--- src/rtl/uart_frame_pkg.sv ---
// Shared definitions for the UART frame loader.
// Holds the loader state encoding, default sync header bytes and helpers
// that size the pixel buffer from the image geometry.
package uart_frame_pkg;

  typedef enum logic [2:0] {
    ST_IDLE,
    ST_SYNC,
    ST_PIXELS,
    ST_CHECK,
    ST_HOLD
  } frame_state_e;

  localparam logic [7:0] SYNC0_DEF = 8'hAA;
  localparam logic [7:0] SYNC1_DEF = 8'h55;

  // Number of pixels in one image.
  function automatic int unsigned npix(input int unsigned w, input int unsigned h);
    return w * h;
  endfunction

  // Smallest address width able to hold every pixel of one image.
  function automatic int unsigned min_addr_w(input int unsigned w, input int unsigned h);
    return (w * h > 1) ? $clog2(w * h) : 1;
  endfunction

endpackage

--- src/rtl/uart_frame_loader_gap_timer.sv ---
// Inter-byte gap timer.
// Counts consecutive cycles without a kick while enabled; expire is high in
// the cycle that completes TIMEOUT_CYC idle cycles.
// Ports:
//   clk, reset : clock, asynchronous active-high reset
//   enable     : counting allowed (counter held at 0 when low)
//   kick       : byte arrived this cycle; clears the counter
//   expire     : single-cycle timeout indication
module uart_gap_timer #(
  parameter int unsigned TIMEOUT_CYC = 1000000
) (
  input  logic clk,
  input  logic reset,
  input  logic enable,
  input  logic kick,
  output logic expire
);

  localparam int unsigned CW = $clog2(TIMEOUT_CYC + 1);

  logic [CW-1:0] gap_q, gap_d;

  always_comb begin
    gap_d = '0;
    if (enable && !kick) gap_d = gap_q + CW'(1);
  end

  // gap_q holds the idle cycles already seen, so the current idle cycle is
  // the terminal one when gap_q reaches TIMEOUT_CYC-1.
  assign expire = enable && !kick && (gap_q == CW'(TIMEOUT_CYC - 1));

  always_ff @(posedge clk or posedge reset) begin
    if (reset) gap_q <= '0;
    else       gap_q <= gap_d;
  end

endmodule

--- src/rtl/uart_frame_loader.sv ---
// UART frame loader.
// Frames one image from the UART byte stream (sync header, IMG_W*IMG_H
// pixels, 8-bit additive checksum), writes pixels into the image buffer and
// holds the buffer locked after a good frame until frame_ack.
// Ports:
//   clk, reset            : clock, asynchronous active-high reset
//   rx_data, rx_valid     : received byte and its one-cycle strobe
//   frame_ack             : classifier done with buffer, releases hold
//   wr_en/wr_addr/wr_data : buffer write port
//   frame_busy            : frame reception in progress
//   frame_valid           : buffer holds a complete checked frame
//   frame_done, err_checksum, err_timeout, overrun : one-cycle event pulses
module uart_frame_loader
  import uart_frame_pkg::*;
#(
  parameter int unsigned IMG_W       = 28,
  parameter int unsigned IMG_H       = 28,
  parameter int unsigned ADDR_W      = 10,
  parameter logic [7:0]  SYNC0       = SYNC0_DEF,
  parameter logic [7:0]  SYNC1       = SYNC1_DEF,
  parameter int unsigned TIMEOUT_CYC = 1000000
) (
  input  logic              clk,
  input  logic              reset,
  input  logic [7:0]        rx_data,
  input  logic              rx_valid,
  input  logic              frame_ack,
  output logic              wr_en,
  output logic [ADDR_W-1:0] wr_addr,
  output logic [7:0]        wr_data,
  output logic              frame_busy,
  output logic              frame_valid,
  output logic              frame_done,
  output logic              err_checksum,
  output logic              err_timeout,
  output logic              overrun
);

  localparam int unsigned NPIX = npix(IMG_W, IMG_H);

  frame_state_e      state_q, state_d;
  logic [ADDR_W-1:0] cnt_q, cnt_d;
  logic [7:0]        sum_q, sum_d;
  logic              wr_en_q, wr_en_d;
  logic [ADDR_W-1:0] wr_addr_q, wr_addr_d;
  logic [7:0]        wr_data_q, wr_data_d;
  logic              busy_q, busy_d;
  logic              valid_q, valid_d;
  logic              done_q, done_d;
  logic              cks_q, cks_d;
  logic              tmo_q, tmo_d;
  logic              ovr_q, ovr_d;
  logic              receiving;
  logic              expire;

  assign receiving = (state_q == ST_SYNC) || (state_q == ST_PIXELS) || (state_q == ST_CHECK);

  uart_gap_timer #(
    .TIMEOUT_CYC(TIMEOUT_CYC)
  ) u_gap_timer (
    .clk   (clk),
    .reset (reset),
    .enable(receiving),
    .kick  (rx_valid),
    .expire(expire)
  );

  always_comb begin
    state_d   = state_q;
    cnt_d     = cnt_q;
    sum_d     = sum_q;
    wr_en_d   = 1'b0;
    wr_addr_d = wr_addr_q;
    wr_data_d = wr_data_q;
    done_d    = 1'b0;
    cks_d     = 1'b0;
    tmo_d     = 1'b0;
    ovr_d     = 1'b0;

    // expire is never asserted with rx_valid, so a byte on the terminal
    // cycle is handled normally below.
    if (expire) begin
      state_d = ST_IDLE;
      tmo_d   = 1'b1;
    end else begin
      case (state_q)
        ST_IDLE: begin
          if (rx_valid && rx_data == SYNC0) state_d = ST_SYNC;
        end
        ST_SYNC: begin
          if (rx_valid) begin
            if (rx_data == SYNC1) begin
              state_d = ST_PIXELS;
              cnt_d   = '0;
              sum_d   = '0;
            end else if (rx_data != SYNC0) begin
              state_d = ST_IDLE;
            end
          end
        end
        ST_PIXELS: begin
          if (rx_valid) begin
            wr_en_d   = 1'b1;
            wr_addr_d = cnt_q;
            wr_data_d = rx_data;
            sum_d     = sum_q + rx_data;
            cnt_d     = cnt_q + ADDR_W'(1);
            if (cnt_q == ADDR_W'(NPIX - 1)) state_d = ST_CHECK;
          end
        end
        ST_CHECK: begin
          if (rx_valid) begin
            if (rx_data == sum_q) begin
              state_d = ST_HOLD;
              done_d  = 1'b1;
            end else begin
              state_d = ST_IDLE;
              cks_d   = 1'b1;
            end
          end
        end
        ST_HOLD: begin
          if (frame_ack)     state_d = ST_IDLE;
          else if (rx_valid) ovr_d   = 1'b1;
        end
        default: state_d = ST_IDLE;
      endcase
    end

    busy_d  = (state_d == ST_SYNC) || (state_d == ST_PIXELS) || (state_d == ST_CHECK);
    valid_d = (state_d == ST_HOLD);
  end

  always_ff @(posedge clk or posedge reset) begin
    if (reset) begin
      state_q   <= ST_IDLE;
      cnt_q     <= '0;
      sum_q     <= '0;
      wr_en_q   <= 1'b0;
      wr_addr_q <= '0;
      wr_data_q <= '0;
      busy_q    <= 1'b0;
      valid_q   <= 1'b0;
      done_q    <= 1'b0;
      cks_q     <= 1'b0;
      tmo_q     <= 1'b0;
      ovr_q     <= 1'b0;
    end else begin
      state_q   <= state_d;
      cnt_q     <= cnt_d;
      sum_q     <= sum_d;
      wr_en_q   <= wr_en_d;
      wr_addr_q <= wr_addr_d;
      wr_data_q <= wr_data_d;
      busy_q    <= busy_d;
      valid_q   <= valid_d;
      done_q    <= done_d;
      cks_q     <= cks_d;
      tmo_q     <= tmo_d;
      ovr_q     <= ovr_d;
    end
  end

  assign wr_en        = wr_en_q;
  assign wr_addr      = wr_addr_q;
  assign wr_data      = wr_data_q;
  assign frame_busy   = busy_q;
  assign frame_valid  = valid_q;
  assign frame_done   = done_q;
  assign err_checksum = cks_q;
  assign err_timeout  = tmo_q;
  assign overrun      = ovr_q;

endmodule

--- config.mk ---
export PLATFORM = sky130hd
export DESIGN_NAME = uart_frame_loader
export DESIGN_NICKNAME = d
export VERILOG_FILES = /design/src/rtl/uart_frame_pkg.sv /design/src/rtl/uart_frame_loader_gap_timer.sv /design/src/rtl/uart_frame_loader.sv
export SDC_FILE = /design/constraint.sdc
export NUM_CORES = 1
export LEC_CHECK = 0
export ABC_AREA = 1
export CAP_MARGIN = 5
export CORE_ASPECT_RATIO = 1.25
export CORE_MARGIN = 2
export CORE_UTILIZATION = 30
export DETAILED_ROUTE_END_ITERATION = 8
export PLACE_DENSITY_LB_ADDON = 0.05
export SKIP_CTS_REPAIR_TIMING = 1
export SYNTH_ARGS = -nofsm -noshare
export SYNTH_HDL_FRONTEND = slang
export SYNTH_SLANG_ARGS = --single-unit
--- constraint.sdc ---
create_clock -name clk -period 2.1 [get_ports clk]
set_input_delay 0.42 -clock clk [delete_from_list [all_inputs] [get_ports clk]]
set_output_delay 0.42 -clock clk [all_outputs]
set_load 0.03 [all_outputs]
==> results_dict.tcl, run 1 <==
set metrics [dict create \
    worstSkewPairLatency_ns 0.33 \
    rr_startpoint "u_gap_timer.gap_q[0]" \
    drt_iter0_markers 99 \
    worst_slew_pin_slew_ns 0.5232 \
    worstPathCellList "clkdlybuf4s50_1" \
    first_pass_iters 4 \
    max_cap_viol_count 0 \
    min_period_over_period 0.8491 \
    place_worst_setup_slack_ns 0.01042 \
    initial_utilization 0.3085 \
    fmax_ghz 0.5608 \
    worstPathArrival_ns 1.36 \
    cp.required_ns 1.68 \
    yosys_warnings 0 \
    syn2layout_area_growth_pct 26.82 \
    synth_seq_cells 66 \
    drt-total-wl_um 8404 \
    worst-path-max-fanout 2 \
    grt_pass1_wl_um 14510 \
    p_leak_nw 2.033 \
    timing.slew.headroom 0.6485 \
    core-area_um2 11080 \
    yosys.area.top_type "dfrtp_1" \
    placed_area_um2 4063 \
    ys_types 34 \
    grt.total_usage 0.1524 \
    hold_class "reg -> reg" \
    finalClockSkew_ns 0.004402 \
    synth_nets 457 \
    synthTopCellsByArea "dfrtp_1 48%, nand2_1 13%, inv_1 6.0%, o21ai_0 4.8%, nor2_1 4.3%" \
    power.density_cell_area_nw_per_um2 1101 \
    layout-drive-gt1-share 0.08635 \
    cp.buffers_inverters 1 \
    setup_tns_ns 0 \
    hp-start "u_gap_timer.gap_q[0]" \
    design_area_um2 4337 \
    finalMaxSlewViolations 0 \
    finalCriticalPeriod_ns 1.783 \
    synth_area_per_cell_um2 7.861 \
    fin_total_pwr_mw 4.776 \
    portBuffers 36 \
    clkTransAtPathRegs_ns 0.06 \
    grt_pass1_vias 3000 \
    drc 0 \
    nFillCells 1163 \
    dieArea_um2 12270 \
    crit_path_start "wr_addr[6]" \
    fin_ws_ns 0.3168 \
    routabilityCongestion 0.8227 \
    hpwl_um 6247 \
    syn-cell-area_um2 3420 \
    die_w_um 99.49 \
    synth_top_cell_area_share 0.4830 \
    io_pins 37 \
    cts_max_level 3 \
    post_drt_wl_per_cell_um 13.28 \
    diodes 0 \
    critPathMaxStageDelay_ns 0.67 \
    via_per_inst 4.605 \
    fin_nets 515 \
    overflow 0 \
    critPathTopFamily "buffers and inverters" \
    synth_cells 435 \
    vias 2915 \
    start_kind "flip-flop" \
    cts_tree "done" \
    antenna_found_initial 0 \
    finalHoldViolations 0 \
    ant_nets 0 \
    outcome "completed" \
    clkSinkCount 66 \
    grt_max_degree 67 \
    rows 43 \
    ys_seq_area_frac 0.4830 \
    clockRootBuffer "clkbuf_16" \
    cts_inserted_buffers 9 \
    endpoint_kind "primary output" \
    die_y_um 123.4 \
    cts_buffer_depth 2 \
    rsz0062_at_grt "false" \
    cpMaxStageDelayCell "clkdlybuf4s50_1" \
    peakVddDrop_mv 0.3569 \
    worst_hold_slack_ns 0.4620 \
    path_class "reg -> out" \
    setup_viol 0 \
]
## layer usage
metal,track usage,share of wire
met4,0.06336,0.020
met3,0.03335,0.031
met1,0.1820,0.45
met2,0.2652,0.50
met5,0,0
## cell usage in the layout, fill, tap and decap left out, types with 2 or more instances in the layout
cell	n
a21oi_1	16
nor2_1	39
nand3_1	24
nor3b_1	2
nor3_1	19
dfrtp_1	66
nand4_1	12
clkinvlp_4	3
inv_1	54
clkdlybuf4s50_1	36
buf_12	2
xnor2_1	2
buf_4	17
o21ai_0	33
xor2_1	7
inv_2	4
o21ai_1	7
ha_1	9
clkbuf_16	9
clkbuf_1	2
nand2_1	118
## final cells by class
type	instances	area, um2	share of cell area
inverter	59	221.5	0.05107
clock inverter	4	27.53	0.006347
multi-input combinational	302	1493	0.3442
sequential	66	1652	0.3808
timing repair buffer	55	528.0	0.1218
tap	135	168.9	0.03895
clock buffer	12	246.5	0.05684
## path summary, 6_finish.rpt
check / cells past startpoint / to / slack (ns)
min in group asynchronous: 3 / u_gap_timer.gap_q[4] / 0.48
setup reg to reg: 6 / u_gap_timer.gap_q[14] / 0.40
hold reg to reg: 1 / u_gap_timer.gap_q[0] / 0.46
max in group asynchronous: 3 / u_gap_timer.gap_q[7] / 1.31
hold / removal: 1 / u_gap_timer.gap_q[0] / 0.46
setup / recovery: 1 / wr_addr[6] / 0.32
## metrics by stage
stage	instances	utilization
floorplan	435	-
detailed placement	617	0.3666
finish	633	0.3913
global placement	617	0.3666
CTS	633	0.3913
global route	633	0.3913
## cells in the mapped netlist
| library cell | n |
|---|---|
| o21ai_2 | 1 |
| buf_4 | 1 |
| a31oi_1 | 1 |
| nor3_1 | 19 |
| o21ai_0 | 33 |
| fa_1 | 1 |
| inv_1 | 55 |
| nor4_1 | 1 |
| a21boi_0 | 1 |
| nor3b_1 | 2 |
| xor2_1 | 7 |
| nor3_4 | 1 |
| nor2_1 | 39 |
| buf_2 | 4 |
| inv_2 | 3 |
| a211oi_1 | 1 |
| nand3b_1 | 1 |
| dfrtp_1 | 66 |
| buf_6 | 2 |
| or2_2 | 1 |
| clkbuf_1 | 1 |
| ha_1 | 9 |
| a31o_2 | 1 |
| o21ai_1 | 7 |
| nand4_1 | 12 |
| a21oi_1 | 16 |
| nand3_1 | 24 |
| nand2_1 | 118 |
| clkinv_1 | 1 |
| and3_1 | 1 |
| nand2_2 | 1 |
| xnor2_1 | 2 |
| nor2_4 | 1 |
| o21bai_1 | 1 |
## power by group
group          internal, mW  switching (mW)
Combinational         0.664           0.929
Sequential             1.58           0.217
Clock                 0.829           0.556
## registers in the layout (all words and copies together), names as in the netlist
| register | count |
|---|---|
| cnt_q | 10 |
| err_checksum | 1 |
| err_timeout | 1 |
| frame_busy | 1 |
| frame_done | 1 |
| frame_valid | 1 |
| overrun | 1 |
| state_q | 3 |
| sum_q | 8 |
| u_gap_timer.gap_q | 20 |
| wr_addr | 10 |
| wr_data | 8 |
| wr_en | 1 |
## cells by family (layout without fill, tap and decap cells)
kind of cell / count (synthesis) / count (layout) / synth area share
simple gates: 221 / 221 / 0.2792
buf+inv: 67 / 130 / 0.08050
compound gates: 62 / 62 / 0.09550
xor+xnor: 9 / 9 / 0.02305
fa+ha+maj: 10 / 10 / 0.03879
flops: 66 / 66 / 0.4830
No activity file was read; power rests on OpenSTA's default activity.
==> inputs of run 2 (changes only) <==
- clock period: 2.1 -> 1.4 ns (I/O delays scaled with it)
==> results_dict.tcl, run 2 (synthesis results as in run 1) <==
set metrics [dict create \
    outcome "complete, but fails checks" \
    violations "setup timing" \
    rr_startpoint "state_q[1]" \
    drt-total-wl_um 9930 \
    max_cap_viol_count 0 \
    diodes 0 \
    worstPathArrival_ns 1.79 \
    hold_class "in -> async" \
    cts_buffer_depth 2 \
    crit_path_start "state_q[1]" \
    drc 0 \
    endpoint "cnt_q[2]" \
    syn2layout_area_growth_pct 63.01 \
    design_area_um2 5574 \
    io_pins 37 \
    path_class "reg -> reg" \
    p_switching_mw 2.924 \
    grt.total_usage 0.1623 \
    cp.required_ns 1.66 \
    clkTransAtPathRegs_ns 0.06 \
    finalCriticalPeriod_ns 1.523 \
    grt_pass1_wl_um 15340 \
    cts_tree "done" \
    placed_area_um2 4439 \
    worst_slew_pin_slew_ns 0.4477 \
    cts_inserted_buffers 9 \
    overflow 0 \
    routabilityCongestion 0.9778 \
    die_w_um 99.49 \
    power.density_cell_area_nw_per_um2 1499 \
    setup_viol 38 \
    seqPwrFrac 0.326 \
    grt_pass1_vias 3091 \
    rsz0062_at_grt "true" \
    finalMaxSlewViolations 0 \
    fin_nets 579 \
    r2r_end "cnt_q[2]" \
    p_clk_frac 0.278 \
    regToRegSetupSlack_ns -0.12 \
    via_per_inst 4.714 \
    fmax_ghz 0.6565 \
    worstSkewPairLatency_ns 0.33 \
    internal_power_mw 5.433 \
    start_kind "flip-flop" \
    fin_ws_ns -0.1233 \
    finalHoldViolations 0 \
    ant_nets 0 \
    hpwl_um 6975 \
    first_pass_iters 4 \
    portBuffers 36 \
    nFillCells 1056 \
    endpoint_kind "flip-flop" \
    core-area_um2 11080 \
    peakVddDrop_mv 0.6040 \
    largest_reg_flops 20 \
    fin_total_pwr_mw 8.357 \
    clkSinkCount 66 \
    layout_common_cells "99 x nand2_1, 65 x dfrtp_1, 60 x buf_4" \
    grt_max_degree 38 \
    finalClockSkew_ns 0.005677 \
    power_frac_comb 0.397 \
    die_y_um 123.4 \
    layout.cells.non_filler 697 \
    largest-register "u_gap_timer.gap_q" \
    rows 43 \
    clockRootBuffer "clkbuf_16" \
    r2r_cells 9 \
    post_drt_wl_per_cell_um 14.25 \
    vias 3286 \
    final_common_cell "nand2_1" \
    placedCellCount 664 \
    dieArea_um2 12270 \
    initial_utilization 0.3085 \
    cts_max_level 3 \
    drt_iter0_markers 79 \
    p_leak_nw 2.937 \
    timing.slew.headroom 0.6992 \
    antenna_found_initial 0 \
    worst-path-max-fanout 7 \
    switching_share 0.3499 \
    layout-drive-gt1-share 0.3612 \
    min_period_over_period 1.088 \
]
-- run 2: worst max-delay path: stages (launching register included) --
cell and delay (ns):
dfrtp_1 0.41, inv_2 0.07, nor3_4 0.23, inv_2 0.08, nor2_4 0.14, clkinv_4 0.12, nand2_8 0.11, buf_12 0.14
nand2_2 0.05, a21oi_2 0.10
-- run 2: worst min-delay path by stage --
stage | from | end | slack (ns) | cells past startpoint
floorplan | rx_data[1] | wr_data[1] | 0.40 | 2
global placement | wr_data[1] | wr_data[1] | 0.45 | 2
detailed placement | wr_data[5] | wr_data[5] | 0.47 | 2
CTS | reset | wr_addr[6] | 0.37 | 3
global route | reset | wr_addr[5] | 0.38 | 3
finish | reset | wr_addr[6] | 0.36 | 3
-- run 2: area by class of cell --
| cell class | count | area, um2 | area share |
|---|---|---|---|
| Inverter | 59 | 244.0 | 0.04377 |
| Clock inverter | 3 | 46.29 | 0.008305 |
| Clock buffer | 13 | 260.3 | 0.04669 |
| Timing Repair Buffer | 119 | 1225 | 0.2198 |
| Sequential cell | 66 | 1653 | 0.2965 |
| Multi-Input combinational cell | 302 | 1977 | 0.3547 |
| Tap cell | 135 | 168.9 | 0.03030 |
-- run 2: layer usage --
metal	part of all wire	track usage	routed length [um]	vias up
met4	0.023	0.06764	224	0
met2	0.54	0.2960	5317	53
met5	0	0	0	-
met3	0.028	0.02657	281	17
met1	0.41	0.1880	4106	1564
li1	-	-	-	1652
-- run 2: through the flow --
stage                     utilization  hold slack [ns]  worst slack [ns]  setup TNS, ns
final                          0.5029           0.3603           -0.1233         -2.210
after global routing           0.5029           0.3776           -0.2432         -7.732
after CTS                      0.4282           0.3669           -0.2830         -10.07
after detailed placement       0.4005           0.4673           -0.5819         -21.36
after global placement         0.4005           0.4546           -0.5717         -20.87
after floorplan                     -           0.3968          -0.08099         -1.263
-- run 2: power groups by stage --
stage	combinational, mW	clock (mW)	sequential, mW
4_1_cts	2.73	2.37	2.67
6_report	3.32	2.32	2.72
5_1_grt	3.64	2.48	2.78
3_5_place_dp	2.71	0	2.69
2_1_floorplan	1.07	0	3.16
3_3_place_gp	2.70	0	2.69
==> inputs of run 3 (changes only) <==
- CELL_PAD_IN_SITES_DETAIL_PLACEMENT: unset -> 1
- CELL_PAD_IN_SITES_GLOBAL_PLACEMENT: unset -> 2
- GPL_TIMING_DRIVEN: unset -> 0
==> results_dict.tcl, run 3 (synthesis results as in run 1) <==
set metrics [dict create \
    rsz0062_at_grt "true" \
    p_clk_frac 0.275 \
    endpoint_kind "flip-flop" \
    fin_total_pwr_mw 8.263 \
    grt_max_degree 39 \
    multi_input_area_um2 2042 \
    core-area_um2 11080 \
    path_class "reg -> reg" \
    power.density_cell_area_nw_per_um2 1536 \
    nFillCells 1273 \
    layout_common_cells "84 x nand2_1, 61 x dfrtp_1, 47 x inv_1" \
    seqPwrFrac 0.340 \
    initial_utilization 0.3085 \
    drc 0 \
    drt-total-wl_um 10880 \
    clkSinkCount 66 \
    seqCellArea_um2 1658 \
    largest_reg_flops 20 \
    grt_pass1_wl_um 15740 \
    diodes 0 \
    max_cap_viol_count 0 \
    grt.total_usage 0.1670 \
    hold_class "in -> reg" \
    syn2layout_area_growth_pct 57.34 \
    via_per_inst 4.835 \
    design_area_um2 5380 \
    peakVddDrop_mv 0.5284 \
    cts_max_level 3 \
    worst-path-max-fanout 6 \
    worst_hold_slack_ns 0.2931 \
    routabilityCongestion 0.8205 \
    min_period_over_period 1.157 \
    finalClockSkew_ns 0.006667 \
    rows 43 \
    hpwl_um 7224 \
    worst_slew_pin_slew_ns 0.7056 \
    fin_nets 544 \
    overflow 0 \
    grt_pass1_vias 3163 \
    clkTransAtPathRegs_ns 0.06 \
    die_y_um 123.4 \
    setup_tns_ns -5.586 \
    cts_buffer_depth 2 \
    fin_ws_ns -0.2194 \
    cp.buffers_inverters 6 \
    worstPathCellList "inv_2 -> nor3_4 -> inv_2 -> nor2_4 -> inv_4 -> buf_12 -> nand2_8 -> inv_8 -> clkbuf_16 -> nand2_4 -> o21ai_1" \
    cts_inserted_buffers 9 \
    first_pass_iters 4 \
    start_kind "flip-flop" \
    worstPathArrival_ns 1.84 \
    cts_tree "done" \
    critPathTopFamily "buffers and inverters" \
    path_common_cell "inv_2" \
    antenna_found_initial 0 \
    critPathMaxStageDelay_ns 0.40 \
    clockRootBuffer "clkbuf_16" \
    p_switching_mw 3.005 \
    power_frac_comb 0.385 \
    dieArea_um2 12270 \
    final_common_cell "nand2_1" \
    finalMaxSlewViolations 0 \
    outcome "complete, but fails checks" \
    timing.slew.headroom 0.5286 \
    drt_iter0_markers 68 \
    placedCellCount 607 \
    finalHoldViolations 0 \
    cpMaxStageDelayCell "dfrtp_1" \
    internal_power_mw 5.258 \
    cp.required_ns 1.62 \
    placed_area_um2 3980 \
    vias 3196 \
    setup_viol 45 \
    violations "setup timing" \
    layout-drive-gt1-share 0.3517 \
    fmax_ghz 0.6175 \
    layout.cells.non_filler 661 \
    post_drt_wl_per_cell_um 16.46 \
    portBuffers 36 \
    switching_share 0.3636 \
    ant_nets 0 \
    p_leak_nw 2.808 \
    die_w_um 99.49 \
    largest-register "u_gap_timer.gap_q" \
    io_pins 37 \
    worstSkewPairLatency_ns 0.33 \
    finalCriticalPeriod_ns 1.619 \
]
==> run 3: cell types whose count changed in the layout (fill, tap and decap cells not counted), sizes merged <==
| cell | before | now |
|---|---|---|
| buf | 81 | 41 |
| clkbuf | 15 | 18 |
| inv | 57 | 59 |
| clkdlybuf4s50 | 4 | 3 |
| clkinvlp | 3 | 2 |
| dlymetal6s2s | 32 | 33 |
==> run 3: through the flow <==
stage	util	setup WS (ns)
3_3_place_gp	0.3573	-0.9756
4_1_cts	0.3856	-0.5978
5_1_grt	0.4854	-0.2920
2_1_floorplan	-	-0.08099
3_5_place_dp	0.3591	-0.9449
6_report	0.4854	-0.2194
==> run 3: worst min-delay path, cell delays in order <==
cell,delay (ns)
dlymetal6s2s_1,0.17
inv_2,0.08
o21ai_2,0.05
==> run 3: worst paths after layout <==
kind                             from            to  slack (ns)  cells past startpoint
max in group asynchronous       reset      cnt_q[0]        0.36                      3
setup reg to reg           state_q[1]      cnt_q[9]       -0.22                     11
hold reg to reg            wr_data[1]    wr_data[1]        0.47                      2
min in group asynchronous       reset  err_checksum        0.41                      2
setup / recovery           state_q[1]      cnt_q[9]       -0.22                     11
hold / removal             rx_data[3]    wr_data[3]        0.29                      3
==> run 3: power by group through the flow <==
stage	sequential, mW	clock (mW)	combinational (mW)
6_report	2.81	2.28	3.18
5_1_grt	2.87	2.41	3.51
4_1_cts	2.71	2.34	2.43
3_5_place_dp	2.74	0	2.41
3_3_place_gp	2.72	0	2.37
2_1_floorplan	3.16	0	1.07
==> run 3: layer usage <==
layer  part of all wire  global-route usage  vias to the layer above
met4              0.023             0.06079                        0
met2               0.54              0.3036                       49
li1                   -                   -                     1577
met5                  0                   0                        -
met3              0.030             0.03448                       18
met1               0.40              0.1933                     1552
==> run 3: layout make-up <==
cell class / instances / area share
plain buffers: 8 / 0.02070
clock inverters: 4 / 0.009535
inverters: 59 / 0.04372
flip-flops and latches: 66 / 0.3081
clock buffers: 11 / 0.04512
multi-input cells: 302 / 0.3795
repair buffers: 76 / 0.1619
well taps: 135 / 0.03140
